File: src/rtl/serdes_pkg.sv
// Shared SerDes line-coding constants and TX state type.
// The constants are also used by the RX word aligner.
package serdes_pkg;

    localparam int LINE_WIDTH = 10;
    localparam logic [9:0] K28_5_RDN = 10'h17C;
    localparam logic [9:0] TRAIN_PATTERN_DEF = 10'h2AA;

    typedef enum logic {
        TRAIN = 1'b0,
        DATA  = 1'b1
    } tx_state_t;

    function automatic int cnt_width(input int w);
        return (w <= 2) ? 1 : $clog2(w);
    endfunction

endpackage

File: src/rtl/tx_word_shifter.sv
// Word load/shift register with bit counter; emits the serial bit, the
// word-start flag and the boundary strobe (last bit of the current word).
module tx_word_shifter
    import serdes_pkg::*;
#(
    parameter int WIDTH = LINE_WIDTH,
    parameter logic [WIDTH-1:0] RESET_WORD = TRAIN_PATTERN_DEF
) (
    input  logic             clk,
    input  logic             rst,
    input  logic [WIDTH-1:0] load_word,
    output logic             serial,
    output logic             word_start,
    output logic             boundary
);

    localparam int CW = cnt_width(WIDTH);
    localparam logic [CW-1:0] LAST_BIT = CW'(WIDTH - 1);

    logic [WIDTH-1:0] shreg;
    logic [CW-1:0]    bit_cnt;

    always_ff @(posedge clk or posedge rst) begin
        if (rst) begin
            shreg   <= RESET_WORD;
            bit_cnt <= '0;
        end else if (boundary) begin
            shreg   <= load_word;
            bit_cnt <= '0;
        end else begin
            shreg   <= {1'b0, shreg[WIDTH-1:1]};
            bit_cnt <= bit_cnt + CW'(1);
        end
    end

    assign serial     = shreg[0];
    assign word_start = (bit_cnt == '0);
    assign boundary   = (bit_cnt == LAST_BIT);

endmodule

File: src/rtl/tx_serializer.sv
// SerDes TX serializer: training-burst / data state machine, training
// counter and valid/ready handshake around the word shifter.
module tx_serializer
    import serdes_pkg::*;
#(
    parameter int WIDTH = LINE_WIDTH,
    parameter int TRAIN_WORDS = 64,
    parameter logic [WIDTH-1:0] TRAIN_PATTERN = TRAIN_PATTERN_DEF,
    parameter logic [WIDTH-1:0] IDLE_WORD = K28_5_RDN
) (
    input  logic             data_clock,
    input  logic             Reset,
    input  logic [WIDTH-1:0] TX_Data,
    input  logic             TX_Valid,
    output logic             TX_Ready,
    input  logic             Train_Req,
    output logic             Serial,
    output logic             Training,
    output logic             Word_Start
);

    localparam logic [9:0] TRAIN_LAST = 10'(TRAIN_WORDS - 1);

    tx_state_t        state, state_nx;
    logic [9:0]       train_cnt, train_cnt_nx;
    logic             train_pend, train_pend_nx;
    logic [WIDTH-1:0] load_word;
    logic             boundary;
    logic             train_hit;

    tx_word_shifter #(
        .WIDTH      (WIDTH),
        .RESET_WORD (TRAIN_PATTERN)
    ) u_shifter (
        .clk        (data_clock),
        .rst        (Reset),
        .load_word  (load_word),
        .serial     (Serial),
        .word_start (Word_Start),
        .boundary   (boundary)
    );

    always_ff @(posedge data_clock or posedge Reset) begin
        if (Reset) begin
            state      <= TRAIN;
            train_cnt  <= '0;
            train_pend <= 1'b0;
        end else begin
            state      <= state_nx;
            train_cnt  <= train_cnt_nx;
            train_pend <= train_pend_nx;
        end
    end

    // A training request always beats a handshake at the same boundary.
    assign train_hit = Train_Req | train_pend;
    assign TX_Ready  = boundary && (state == DATA) && !train_hit;
    assign Training  = (state == TRAIN);

    always_comb begin
        state_nx      = state;
        train_cnt_nx  = train_cnt;
        train_pend_nx = train_pend;
        load_word     = IDLE_WORD;
        if (boundary) begin
            if (train_hit) begin
                state_nx      = TRAIN;
                train_cnt_nx  = '0;
                train_pend_nx = 1'b0;
                load_word     = TRAIN_PATTERN;
            end else if (state == TRAIN) begin
                if (train_cnt == TRAIN_LAST) begin
                    // burst done: the comma that follows lets the receiver align
                    state_nx  = DATA;
                    load_word = IDLE_WORD;
                end else begin
                    train_cnt_nx = train_cnt + 10'd1;
                    load_word    = TRAIN_PATTERN;
                end
            end else if (TX_Valid && TX_Ready) begin
                load_word = TX_Data;
            end else begin
                load_word = IDLE_WORD;
            end
        end else if (Train_Req) begin
            train_pend_nx = 1'b1;
        end
    end

endmodule

File: config.mk
export PLATFORM = sky130hd
export DESIGN_NAME = tx_serializer
export DESIGN_NICKNAME = d
export VERILOG_FILES = /design/src/rtl/serdes_pkg.sv /design/src/rtl/tx_word_shifter.sv /design/src/rtl/tx_serializer.sv
export SDC_FILE = /design/constraint.sdc
export NUM_CORES = 1
export LEC_CHECK = 0
export ABC_AREA = 1
export CAP_MARGIN = 20
export CORE_MARGIN = 2
export CORE_UTILIZATION = 46
export DETAILED_ROUTE_END_ITERATION = 10
export PLACE_DENSITY_LB_ADDON = 0.2
export SLEW_MARGIN = 30
export SYNTH_ARGS = -nofsm -noshare
export SYNTH_HDL_FRONTEND = slang
export SYNTH_SLANG_ARGS = --single-unit
File: constraint.sdc
create_clock -name data_clock -period 1.7 [get_ports data_clock]
set_clock_uncertainty 0.1 [all_clocks]
set_input_delay 0.17 -clock data_clock [delete_from_list [all_inputs] [get_ports data_clock]]
set_output_delay 0.17 -clock data_clock [all_outputs]
set_load 0.01 [all_outputs]
==> run metrics <==
commonest cells after routing, fill and taps aside nand2_1 (43), inv_1 (21), dfrtp_1 (21); die width 58.9 um; Tot GR Track Use 0.181; Starting Density 0.495; area fraction of the dominant cell type after synthesis 0.378; FF-to-FF Start u_shifter.bit_cnt[2]; vias per cell 5.14; failing checks DRC; CP Launch Point state; Final Hold Slack 86.3 ps; yosys synthesis warning count 0; Die ar. 0.00347 mm2; Sequential Area 657 um2; HP Class in2async; Core ar. 0.00281 mm2; largest net degree at the start of global routing 27; Seq/Total Area, Yosys 0.473; Syn Nets 185; Seq cells post-synth 26; Synth area leader dfrtp_1; Final period util 0.962; PD cells 584 mW/mm2; Tmin final 1640 ps; Filler cells 270; vias in the first global route 1114; Synth area leaders dfrtp_1 (38%), nand2_1 (12%), dfstp_2 (9.5%); initial antenna violation count 0; Startpoint Class flop; clock slew at reported path FFs 140 ps; Max Cap Viol 0; dpl hpwl 2040 um; area of the multi-input gates 612 um2; crit path capture type output port; Iter 0 DRT Violations 32; most common library cell in the layout ignoring fill and taps nand2_1; Final Slew Violations 0; final setup vio count 0; post-synthesis cell area 0.00139 mm2; die height 58.9 um; routed via count 1176; gpl congestion 0.808; Worst Path Class, Setup reg2out; worst-skew pair later-pin latency 320 ps; global route total overflow 0; first-pass GRT wire length 4660 um; number of placement rows 19; RSZ-0062 raised after global routing no; Routed Antenna Nets 0; fmax 0.611 GHz; static leakage 0.813 nW; 1st-pass router iterations 7; DR WL/cell 11.9 um; slew of the pin with the lowest slew margin 333 ps; CP arrival 1370 ps; CTS tree yes; Remaining DRCs 1; Top Ports 18; Synth Instances 170; H-tree depth 1; post-synthesis cell type count 25; nets 214; clk buf depth 2; I/O Buffers 17; final hold violation count 0; Num CTS Buffers 3; Worst VDD drop 0.316 mV; fraction of layout cells with a size suffix above 1 0.182; CTS root buf clkbuf_4; Critical Path Fanout Max 3; Antenna diodes 0; Worst Path Required 1430 ps; slew margin rel. 0.778; status finished, violations left; Synth Area per Inst 8.17 um2; Clock Sinks 26; final wirelength 2720 um; area grow syn2layout 20.8%; post-layout util 0.598
## flip-flops by register name, summed over array words and instances, names as in the netlist
name               count
train_pend             1
train_cnt             10
u_shifter.bit_cnt      4
u_shifter.shreg       10
state                  1
## worst paths after layout
kind | end | slack (ps) | depth (start not counted)
max reg2reg | train_cnt[0] | 140 | 7
max | Training | 60 | 2
min | u_shifter.shreg[8] | 90 | 3
min reg2reg | u_shifter.shreg[4] | 410 | 2
min in group data_clock | u_shifter.shreg[9] | 280 | 3
max in group asynchronous | u_shifter.shreg[5] | 1120 | 3
## power breakdown
part           total [mW]  leakage (nW)  internal [mW]  switching, mW
Combinational      0.0487         0.461         0.0285         0.0202
Clock               0.312        0.0210          0.131          0.181
Sequential          0.619         0.330          0.619      0.0000285
## layout make-up
type	instances	area share
Sequential cell	26	0.391
Multi-Input combinational cell	116	0.365
Timing Repair Buffer	27	0.140
Inverter	25	0.0589
Tap cell	31	0.0231
Clock buffer	4	0.0216
## layer usage
| metal | up-vias | wire length [um] | GRT usage | part of all wire |
|---|---|---|---|---|
| li1 | 597 | - | - | - |
| met1 | 560 | 1250 | 0.222 | 0.46 |
| met4 | 0 | 25 | 0.0584 | 0.0092 |
| met5 | - | 0 | 0 | 0 |
| met2 | 15 | 1380 | 0.319 | 0.51 |
| met3 | 4 | 68 | 0.0330 | 0.025 |
## metrics by stage
| stage | cell area, um2 | total power [mW] | worst slack [ps] | setup TNS, ps | cells |
|---|---|---|---|---|---|
| after floorplan | 1390 | 0.645 | 261 | 0 | 170 |
| after global placement | 1630 | 0.680 | -138 | -138 | 223 |
| after detailed placement | 1630 | 0.680 | -132 | -132 | 223 |
| after CTS | 1680 | 0.992 | 4.16 | 0 | 229 |
| after global routing | 1680 | 1.02 | 14.0 | 0 | 229 |
| final | 1680 | 0.980 | 64.3 | 0 | 229 |
## cell families after synthesis
group	share of synthesized area
AO/OA/AOI/OAI	0.0487
XOR/XNOR	0.0378
adder cells (fa/ha/maj)	0.00901
buffers and inverters	0.0883
flip-flops	0.473
AND/OR/NAND/NOR	0.343
## Yosys cell counts
cell type,n
nand3_4,1
o21a_1,1
inv_1,21
ha_1,1
nand3_1,20
buf_2,1
buf_4,1
inv_2,3
nand2_1,44
xor2_1,3
nor2_1,17
nor2_2,1
dfrtp_1,21
nand4_1,4
nand2_2,3
xnor2_1,3
or2_2,2
nor4_1,1
nor2_8,2
o21ai_1,10
buf_6,1
o21ai_0,2
inv_6,1
dfstp_2,5
nand4_4,1
## critical path, stage by stage, from the launching register on
cell and delay, ps:
dfrtp_1 410, inv_2 100, clkdlybuf4s50_1 540
## repair_timing
item | in CTS | in global routing
endpoints found under the setup margin | 2 | 4
hold buffers | 0 | 0
gates cloned | 0 | 0
setup buffers | 2 | 0
pin swaps | 0 | 0
gates resized for setup | 3 | 5
Power figures use the tool's default switching activity.
